**src/rtl/ex_mdu_pkg.sv**
```systemverilog
// rtl/ex_mdu_pkg.sv - RV32M multiply/divide op codes, FSM states and operand-sign decode helpers
package ex_mdu_pkg;

    typedef enum logic [2:0] {
        MDU_MUL    = 3'd0,
        MDU_MULH   = 3'd1,
        MDU_MULHSU = 3'd2,
        MDU_MULHU  = 3'd3,
        MDU_DIV    = 3'd4,
        MDU_DIVU   = 3'd5,
        MDU_REM    = 3'd6,
        MDU_REMU   = 3'd7
    } mdu_op_e;

    typedef enum logic [1:0] {
        ST_IDLE = 2'd0,
        ST_CALC = 2'd1,
        ST_FIX  = 2'd2,
        ST_DONE = 2'd3
    } mdu_state_e;

    function automatic logic op_is_div(input mdu_op_e op);
        return op[2];
    endfunction

    function automatic logic rs1_signed(input mdu_op_e op);
        return (op == MDU_MULH) || (op == MDU_MULHSU) || (op == MDU_DIV) || (op == MDU_REM);
    endfunction

    function automatic logic rs2_signed(input mdu_op_e op);
        return (op == MDU_MULH) || (op == MDU_DIV) || (op == MDU_REM);
    endfunction

endpackage

```
**src/rtl/ex_mdu_if.sv**
```systemverilog
// rtl/ex_mdu_if.sv - EX-stage issue/result bundle between pipeline and multiply/divide unit
interface ex_mdu_if import ex_mdu_pkg::*; #(
    parameter int XLEN   = 32,
    parameter int ADDR_W = 5
) ();
    logic              start_i;
    logic              annul_i;
    mdu_op_e           op_i;
    logic [XLEN-1:0]   rs1_i;
    logic [XLEN-1:0]   rs2_i;
    logic [ADDR_W-1:0] wd_i;
    logic              stallreq_o;
    logic              done_o;
    logic [XLEN-1:0]   result_o;
    logic [ADDR_W-1:0] wd_o;
    logic              wreg_o;

    modport master (
        output start_i, annul_i, op_i, rs1_i, rs2_i, wd_i,
        input  stallreq_o, done_o, result_o, wd_o, wreg_o
    );

    modport slave (
        input  start_i, annul_i, op_i, rs1_i, rs2_i, wd_i,
        output stallreq_o, done_o, result_o, wd_o, wreg_o
    );
endinterface

```
**src/rtl/ex_mdu_step.sv**
```systemverilog
// rtl/ex_mdu_step.sv - one iteration of restoring divide or shift-add multiply on {hi,lo}
// Divide: hi = partial remainder, lo = dividend shifting out / quotient shifting in.
module ex_mdu_step #(
    parameter int XLEN = 32
) (
    input  logic            is_div,
    input  logic [XLEN-1:0] hi,
    input  logic [XLEN-1:0] lo,
    input  logic [XLEN-1:0] b,
    output logic [XLEN-1:0] hi_nxt,
    output logic [XLEN-1:0] lo_nxt
);
    logic [XLEN:0]   shifted;
    logic [XLEN+1:0] diff;
    logic [XLEN:0]   sum;

    always_comb begin
        shifted = {hi, lo[XLEN-1]};
        diff    = {1'b0, shifted} - {2'b00, b};
        sum     = {1'b0, hi} + ({1'b0, b} & {(XLEN+1){lo[0]}});
        if (is_div) begin
            // Borrow means the trial subtract failed: keep the shifted remainder.
            if (diff[XLEN+1]) begin
                hi_nxt = shifted[XLEN-1:0];
                lo_nxt = {lo[XLEN-2:0], 1'b0};
            end else begin
                hi_nxt = diff[XLEN-1:0];
                lo_nxt = {lo[XLEN-2:0], 1'b1};
            end
        end else begin
            hi_nxt = sum[XLEN:1];
            lo_nxt = {sum[0], lo[XLEN-1:1]};
        end
    end
endmodule

```
**src/rtl/ex_mdu.sv**
```systemverilog
// rtl/ex_mdu.sv - multi-cycle RV32M multiply/divide unit beside the EX ALU
// Special-case divides (and multiplies when MUL_ITER=0) finish in one cycle; the rest iterate XLEN steps.
module ex_mdu import ex_mdu_pkg::*; #(
    parameter int XLEN     = 32,
    parameter int MUL_ITER = 0,
    parameter int ADDR_W   = 5
) (
    input logic   clk,
    input logic   rst,
    ex_mdu_if.slave mdu
);
    localparam int CNT_W = $clog2(XLEN + 1);
    localparam logic [XLEN-1:0] MOST_NEG = {1'b1, {(XLEN-1){1'b0}}};

    mdu_state_e        state, state_nxt;
    mdu_op_e           op_q;
    logic [XLEN-1:0]   hi, lo, b_q, hi_step, lo_step;
    logic [CNT_W-1:0]  count;
    logic              neg_q, neg_r;
    logic [ADDR_W-1:0] wd_q, wd_out;
    logic [XLEN-1:0]   result_q;

    logic              issue, is_div, s1, s2, div_zero, div_ovf, fast;
    logic [XLEN-1:0]   abs1, abs2, fast_res, fix_res;
    logic [2*XLEN-1:0] fast_prod, fix_prod;

    ex_mdu_step #(.XLEN(XLEN)) u_step (
        .is_div (op_is_div(op_q)),
        .hi     (hi),
        .lo     (lo),
        .b      (b_q),
        .hi_nxt (hi_step),
        .lo_nxt (lo_step)
    );

    always_comb begin
        issue    = (state == ST_IDLE) && mdu.start_i && !mdu.annul_i;
        is_div   = op_is_div(mdu.op_i);
        s1       = rs1_signed(mdu.op_i) & mdu.rs1_i[XLEN-1];
        s2       = rs2_signed(mdu.op_i) & mdu.rs2_i[XLEN-1];
        abs1     = s1 ? -mdu.rs1_i : mdu.rs1_i;
        abs2     = s2 ? -mdu.rs2_i : mdu.rs2_i;
        div_zero = is_div && (mdu.rs2_i == '0);
        div_ovf  = is_div && rs1_signed(mdu.op_i) && (mdu.rs1_i == MOST_NEG) && (mdu.rs2_i == '1);
        fast_prod = {{XLEN{s1}}, mdu.rs1_i} * {{XLEN{s2}}, mdu.rs2_i};
        fast     = div_zero || div_ovf || (!is_div && (MUL_ITER == 0));

        // op bit 1 separates REM/REMU (set) from DIV/DIVU
        if (div_zero)                  fast_res = mdu.op_i[1] ? mdu.rs1_i : '1;
        else if (div_ovf)              fast_res = mdu.op_i[1] ? '0 : mdu.rs1_i;
        else if (MUL_ITER != 0)        fast_res = '0;
        else if (mdu.op_i == MDU_MUL)  fast_res = fast_prod[XLEN-1:0];
        else                           fast_res = fast_prod[2*XLEN-1:XLEN];

        fix_prod = neg_q ? -{hi, lo} : {hi, lo};
        if (op_is_div(op_q))           fix_res = op_q[1] ? (neg_r ? -hi : hi) : (neg_q ? -lo : lo);
        else if (op_q == MDU_MUL)      fix_res = fix_prod[XLEN-1:0];
        else                           fix_res = fix_prod[2*XLEN-1:XLEN];
    end

    always_comb begin
        state_nxt = state;
        case (state)
            ST_IDLE: if (issue) state_nxt = fast ? ST_DONE : ST_CALC;
            ST_CALC: if (count == CNT_W'(1)) state_nxt = ST_FIX;
            ST_FIX:  state_nxt = ST_DONE;
            ST_DONE: state_nxt = ST_IDLE;
            default: state_nxt = ST_IDLE;
        endcase
        if (mdu.annul_i) state_nxt = ST_IDLE;
    end

    always_ff @(posedge clk) begin
        if (rst) begin
            state    <= ST_IDLE;
            op_q     <= MDU_MUL;
            hi       <= '0;
            lo       <= '0;
            b_q      <= '0;
            count    <= '0;
            neg_q    <= 1'b0;
            neg_r    <= 1'b0;
            wd_q     <= '0;
            wd_out   <= '0;
            result_q <= '0;
        end else begin
            state <= state_nxt;
            case (state)
                ST_IDLE: if (issue) begin
                    op_q  <= mdu.op_i;
                    wd_q  <= mdu.wd_i;
                    neg_q <= s1 ^ s2;
                    neg_r <= s1;
                    count <= CNT_W'(XLEN);
                    hi    <= '0;
                    lo    <= is_div ? abs1 : abs2;
                    b_q   <= is_div ? abs2 : abs1;
                    if (fast) begin
                        result_q <= fast_res;
                        wd_out   <= mdu.wd_i;
                    end
                end
                ST_CALC: if (!mdu.annul_i) begin
                    hi    <= hi_step;
                    lo    <= lo_step;
                    count <= count - CNT_W'(1);
                end
                ST_FIX: if (!mdu.annul_i) begin
                    result_q <= fix_res;
                    wd_out   <= wd_q;
                end
                default: ;
            endcase
        end
    end

    assign mdu.stallreq_o = issue || (state == ST_CALC) || (state == ST_FIX);
    assign mdu.done_o     = (state == ST_DONE) && !mdu.annul_i;
    assign mdu.wreg_o     = mdu.done_o;
    assign mdu.result_o   = result_q;
    assign mdu.wd_o       = wd_out;
endmodule

```
**src/flat_wrapper.sv**
```systemverilog
// flat-port wrapper written by rule: the top's interface ports become plain ports
module ex_mdu_flat import ex_mdu_pkg::*;
#(
    parameter int XLEN     = 32,
    parameter int MUL_ITER = 0,
    parameter int ADDR_W   = 5
)
  (clk, rst, mdu_start_i, mdu_annul_i, mdu_op_i, mdu_rs1_i, mdu_rs2_i, mdu_wd_i, mdu_stallreq_o, mdu_done_o, mdu_result_o, mdu_wd_o, mdu_wreg_o);
  ex_mdu_if #(.XLEN(XLEN), .ADDR_W(ADDR_W)) mdu_i ();
  input logic clk;
  input logic rst;
  input wire logic [$bits(mdu_i.start_i)-1:0] mdu_start_i;
  input wire logic [$bits(mdu_i.annul_i)-1:0] mdu_annul_i;
  input wire logic [$bits(mdu_i.op_i)-1:0] mdu_op_i;
  input wire logic [$bits(mdu_i.rs1_i)-1:0] mdu_rs1_i;
  input wire logic [$bits(mdu_i.rs2_i)-1:0] mdu_rs2_i;
  input wire logic [$bits(mdu_i.wd_i)-1:0] mdu_wd_i;
  output wire logic [$bits(mdu_i.stallreq_o)-1:0] mdu_stallreq_o;
  output wire logic [$bits(mdu_i.done_o)-1:0] mdu_done_o;
  output wire logic [$bits(mdu_i.result_o)-1:0] mdu_result_o;
  output wire logic [$bits(mdu_i.wd_o)-1:0] mdu_wd_o;
  output wire logic [$bits(mdu_i.wreg_o)-1:0] mdu_wreg_o;
  assign mdu_i.start_i = mdu_start_i;
  assign mdu_i.annul_i = mdu_annul_i;
  assign mdu_i.op_i = mdu_op_i;
  assign mdu_i.rs1_i = mdu_rs1_i;
  assign mdu_i.rs2_i = mdu_rs2_i;
  assign mdu_i.wd_i = mdu_wd_i;
  assign mdu_stallreq_o = mdu_i.stallreq_o;
  assign mdu_done_o = mdu_i.done_o;
  assign mdu_result_o = mdu_i.result_o;
  assign mdu_wd_o = mdu_i.wd_o;
  assign mdu_wreg_o = mdu_i.wreg_o;
  ex_mdu #(.XLEN(XLEN), .MUL_ITER(MUL_ITER), .ADDR_W(ADDR_W)) u_core (.clk(clk), .rst(rst), .mdu(mdu_i));
endmodule
```
**config.mk**
```make
export PLATFORM = sky130hd
export DESIGN_NAME = ex_mdu_flat
export DESIGN_NICKNAME = d
export VERILOG_FILES = /design/src/rtl/ex_mdu_pkg.sv /design/src/rtl/ex_mdu_if.sv /design/src/rtl/ex_mdu_step.sv /design/src/rtl/ex_mdu.sv /design/src/flat_wrapper.sv
export SDC_FILE = /design/constraint.sdc
export NUM_CORES = 2
export LEC_CHECK = 0
export ABC_AREA = 1
export BUFFER_PORTS_ARGS = -buffer_cell sky130_fd_sc_hd__buf_2
export CAP_MARGIN = 20
export CORE_UTILIZATION = 45
export CTS_CLUSTER_DIAMETER = 120
export CTS_CLUSTER_SIZE = 30
export DETAILED_ROUTE_END_ITERATION = 12
export PLACE_DENSITY = 0.7
export SLEW_MARGIN = 20
export SYNTH_ARGS = -nofsm -noshare
export SYNTH_HDL_FRONTEND = slang
export SYNTH_HIERARCHICAL = 1
export SYNTH_SLANG_ARGS = --single-unit
```
**constraint.sdc**
```tcl
create_clock -name clk -period 12.7 [get_ports clk]
set_clock_uncertainty 0.15 [all_clocks]
set_input_delay 3.175 -clock clk [delete_from_list [all_inputs] [get_ports clk]]
set_output_delay 3.175 -clock clk [all_outputs]
set_load 0.005 [all_outputs]
```
# After elaboration in Yosys (flattened, before gate mapping)
# Index checks and enable logic that the tools add are counted.
# word_totals
reg_bits	151
inputBits	76
out_inout_bits	40
# classes
n_addsub	8
n_mul	1
n_eq_ne	15
n_mux	40
bitwise_logic	4
reduce_logical	29
# ops
op	n
32-bit two-way mux	24
32-bit case mux with 2 select lines	3
32-bit negation	4
32-bit == test (second input constant)	2
33-bit by 33-bit multiplier with 64-bit output	1
64-bit two-way mux	1
64-bit negation	1
33-bit by 32-bit subtractor with 34-bit output	1
32-bit by 33-bit adder with 33-bit output	1
32-bit by 33-bit bitwise AND with 33-bit output	1
32-bit logical NOT	1
5-bit two-way mux	3
6-bit two-way mux	2
6-bit case mux with 2 select lines	1
5-bit case mux with 2 select lines	1
1-bit logical OR	9
2-bit case mux with 4 select lines	1
1-bit logical AND	7
3-bit == test (second input constant)	2
6-bit by 1-bit == test with 1-bit output (second input constant)	1
3-bit logical NOT	2
2-bit two-way mux	3
2-bit by 1-bit != test with 1-bit output (second input constant)	3
6-bit by 1-bit subtractor with 6-bit output (second input constant)	1
15 further kinds	21

# Depth between registers and ports, before layout
# depth
ltp_word	12
mapped_depth	44
depth_no_buf	42

# By module
# The synthesis kept the hierarchy.
# modules_own_cells
module	instances	cells_each	area_each_um2
ex_mdu	1	7152	52676.8
ex_mdu_step	1	1270	6174.7

# Worst setup path after synthesis
# Ideal clock, no wire load.
# synth_timing
kind	input to register
startpoint	input port mdu_op_i[2]
endpoint	register u_core.result_q[21] (netlist: u_core/mdu.result_o[21])
setup_time_ns	0.066
arrival_time_ns	11.158
t_required_ns	12.484
path_slack_ns	1.326
path_stages	35
n_path_buf	3
path_cell_list	buf_2 inv_2 nand3_1 nand2_1 nand2_1 clkbuf_1 clkbuf_1 nor2_1 fa_1 fa_1 fa_1 inv_1 fa_1 inv_1 fa_1 fa_1 fa_1 inv_1 fa_1 inv_1 ha_1 nand2_1 nor2_1 inv_1 nor2_1 inv_1 nor4_1 nand2_1 nand3_1 nand2_1 nand3_1 nand4_1 nand3_1 nand2_1 a21oi_2
# synth_via
elab_chain_cells	12
word_cells_on_any_way	28
classes_between	1 x mul; 5 x eq/ne; 6 x mux; 2 x bitwise; 14 x reduce/logical
# synth_lines
item	line	rtl
from (decl)	flat_wrapper.sv:14	input wire logic [$bits(mdu_i.op_i)-1:0] mdu_op_i;
3-bit by 1-bit == test with 1-bit output / 3-bit by 2-bit == test with 1-bit output (equally long branches)	ex_mdu_pkg.sv:27, ex_mdu_pkg.sv:31	
1-bit logical OR (3 in a row)	ex_mdu_pkg.sv:27	return (op == MDU_MULH) || (op == MDU_MULHSU) || (op == MDU_DIV) || (op == MDU_REM);
1-bit bitwise AND / 1-bit logical AND (equally long branches)	ex_mdu.sv:39, ex_mdu.sv:44	
33-bit by 33-bit multiplier with 64-bit output / 1-bit logical AND (equally long branches)	ex_mdu.sv:45, ex_mdu.sv:44	
32-bit two-way mux / 1-bit logical AND (equally long branches)	ex_mdu.sv:52, ex_mdu.sv:44	
32-bit two-way mux	ex_mdu.sv:50	else if (div_ovf) fast_res = mdu.op_i[1] ? '0 : mdu.rs1_i;
32-bit two-way mux	ex_mdu.sv:49	if (div_zero) fast_res = mdu.op_i[1] ? mdu.rs1_i : '1;
32-bit two-way mux	ex_mdu.sv:98	if (fast) begin
32-bit two-way mux	ex_mdu.sv:89	ST_IDLE: if (issue) begin
32-bit case mux with 2 select lines	ex_mdu.sv:88	case (state)
to (signal assigned)	ex_mdu.sv:99	result_q <= fast_res;
to (signal assigned)	ex_mdu.sv:109	result_q <= fix_res;
to (decl)	ex_mdu.sv:21	logic [XLEN-1:0] result_q;
# Parallel ways exist; a longest one is shown, timed or not. The select of a mux whose other input is x is not followed.
# A chain may end at the register's enable or synchronous reset.

# Worst setup path in the final report
# layout_timing
startpoint	input port mdu_op_i[1]
endpoint	register u_core.result_q[27] (netlist: u_core/mdu.result_o[27])
# The elaborated chain is that of the path after synthesis.

==> metrics.cfg <==
[clock_network]
cts_buffers=17
clockBufferDepth=2
cts_tree=yes
clock_latency_ns=0.46
cts_resized=0
clk_pin_slew_worst_paths_ns=0.07
htreeDepth=4
cts_root_buffer=clkbuf_16
ctsHoldBuffers=0
cts_setup_buffers=0
cts_sinks=151

[placement]
portBuffers=115
gp_congestion=1.09
hpwl_mm=196

[timing]
fin_crit_ns=11.88
finalSetupViolCount=0
drv_slew=0
final.period_utilization_pct=93.6
timing.fmax_mhz=84.1
finalSetupTns_ns=0
slew_headroom_pct=25.8
rsz0062_at_grt=false
hold_viol_final=0
tightest_slew_ns=1.11

[synthesis]
avgSynthCellArea_um2=6.99
netlist_area_um2=58900
yosysSeqAreaShare_pct=5.14
synth-async-reset-ratio_pct=0
synth_ff_type=dfxtp_1
synth-edff-count=0
synthCells=8422
syn_nets=9913
synth_cell_type_count=61
ys_warn_count=6
synth-seq-cells=151

[floorplan]
die-area_um2=132000
fp.coreArea_um2=130000
start_util_pct=45.4
io_pins=116
rows=132
die_width_um=364
die_y_um=364

[final_layout]
syn_to_final_growth_pct=4.76
regArea_um2=3030
multi_input_area_um2=46400
final_common_cell=nand2_1
layout.nets=9773
layout_common_cells=2214 x nand2_1, 2035 x inv_1, 1127 x fa_1
drive_above_1_share_pct=5.20
final_core_util_pct=47.6
fillers=13300

[outcome]
status=finished, final reports clean

[run]
maxCapViolCount=0

[critical_path]
max_stage_delay_ns=0.73
crit_type=in -> reg
worstPathArrival_ns=12.05
startpoint=mdu_op_i[1]
cp_data_required_time_ns=12.86
timing.rr.start=u_core/b_q[30]$_SDFFE_PP0P_
endpoint_kind=flop
start_kind=primary input
r2r-end=u_core/hi[31]$_SDFFE_PP0P_
rrSetupSlack_ns=7.81
reg2regPathDepth=14
crit_fanout=27
endpoint=u_core/mdu.result_o[27]$_SDFFE_PP0P_
cp_slowest_cell=fa_1

[routing]
drt_iter0_markers=5080
ant_nets=0
wl_mm=238
via_per_inst=5.54
wl_per_cell_um=23.7
drc=0
dr.pass1.iters=6
num_vias=55700

[min_path]
hold_path_class=reg -> reg

[global_routing]
grt.overflow.total=0
grt_pass1_wl_mm=358
antenna_found_initial=25
grt_pass1_vias=58100
grt_max_degree=81
grt_usage_pct=36.4

==> per-stage QoR <==
stage / instance area [µm²] / setup WS [ns] / cells / hold WS, ns
final: 61700 / 0.815 / 10000 / 0.333
after global routing: 61600 / 0.441 / 10000 / 0.349
after CTS: 61600 / 0.970 / 10000 / 0.325
after detailed placement: 61000 / 0.509 / 10000 / 0.313
after global placement: 61000 / 0.670 / 10000 / 0.309
after floorplan: 58900 / 1.33 / 8422 / 0.302
==> worst min-delay path by stage <==
| stage | depth (start not counted) | from | slack, ns | endpoint |
|---|---|---|---|---|
| floorplan | 2 | u_core/count[3]$_SDFFE_PP0P_ | 0.30 | u_core/count[3]$_SDFFE_PP0P_ |
| global placement | 2 | u_core/mdu.result_o[2]$_SDFFE_PP0P_ | 0.31 | u_core/mdu.result_o[2]$_SDFFE_PP0P_ |
| detailed placement | 2 | u_core/mdu.result_o[2]$_SDFFE_PP0P_ | 0.31 | u_core/mdu.result_o[2]$_SDFFE_PP0P_ |
| CTS | 2 | u_core/mdu.result_o[2]$_SDFFE_PP0P_ | 0.32 | u_core/mdu.result_o[2]$_SDFFE_PP0P_ |
| global route | 2 | u_core/mdu.result_o[2]$_SDFFE_PP0P_ | 0.35 | u_core/mdu.result_o[2]$_SDFFE_PP0P_ |
| finish | 2 | u_core/mdu.result_o[25]$_SDFFE_PP0P_ | 0.33 | u_core/mdu.result_o[25]$_SDFFE_PP0P_ |
==> registers in the layout, summed over array words and instances (netlist names) <==
signal	count
u_core/wd_q	5
u_core/neg_r	1
u_core/op_q	3
u_core/lo	32
u_core/state	2
u_core/mdu.result_o	32
u_core/b_q	32
u_core/hi	32
u_core/mdu.wd_o	5
u_core/count	6
u_core/neg_q	1
==> worst max-delay path: cells and delay by family <==
kind | cells | cell delay (ns)
AOI/OAI and AO/OA | 1 | 0.06
adders and majority gates | 9 | 4.70
buffers and inverters | 10 | 1.59
and+or+nand+nor | 15 | 2.50
==> cells by family (layout without fill, tap and decap cells) <==
group | count (synthesis) | count (layout) | share of synthesized area (%)
adder cells (fa/ha/maj) | 1415 | 1415 | 44.5
AND/OR/NAND/NOR | 3346 | 3346 | 23.6
buffers and inverters | 2479 | 2352 | 16.1
other | 0 | 10 | 0
multiplexers | 5 | 5 | 0.0850
AO/OA/AOI/OAI | 882 | 882 | 8.51
XOR/XNOR | 144 | 144 | 2.14
flip-flops | 151 | 151 | 5.14
==> cell usage after synthesis (all sizes together), types with 9 or more instances <==
master,instances,area share [%]
xor2,114,1.7
a21oi,351,3.2
nor3,55,0.61
nand3,386,3.3
or2,26,0.28
a221oi,12,0.18
clkbuf,217,1.4
ha,288,6.1
a21o,10,0.13
clkinv,9,0.062
buf,196,1.5
nand4,81,0.93
fa,1127,38
a31oi,31,0.33
nand2,2227,14
o211ai,55,0.70
inv,2057,13
dfxtp,151,5.1
xnor2,30,0.45
o21ai,339,2.9
nor4,13,0.14
nand3b,45,0.63
o21bai,29,0.37
a211oi,35,0.45
nor2,503,3.3
==> final cells by class <==
cell class	count	share of cell area (%)
multi-input cells	5792	75.3
inverters	2066	12.6
flip-flops and latches	151	4.91
well taps	1742	3.54
repair buffers	254	2.67
clock buffers	17	0.690
clock inverters	15	0.323
diodes	10	0.0406
==> metal layers <==
| layer | global-route usage [%] | up-vias | share of wire [%] |
|---|---|---|---|
| met5 | 0 | - | 0.048 |
| met4 | 23.5 | 16 | 7.7 |
| met3 | 6.83 | 718 | 8.6 |
| met2 | 59.2 | 2763 | 46 |
| met1 | 44.4 | 27500 | 38 |
| li1 | - | 24700 | - |
Power is left out: the tool's default activity adds up to more than one toggle a clock period on the data nets, which glitch-free logic cannot reach.
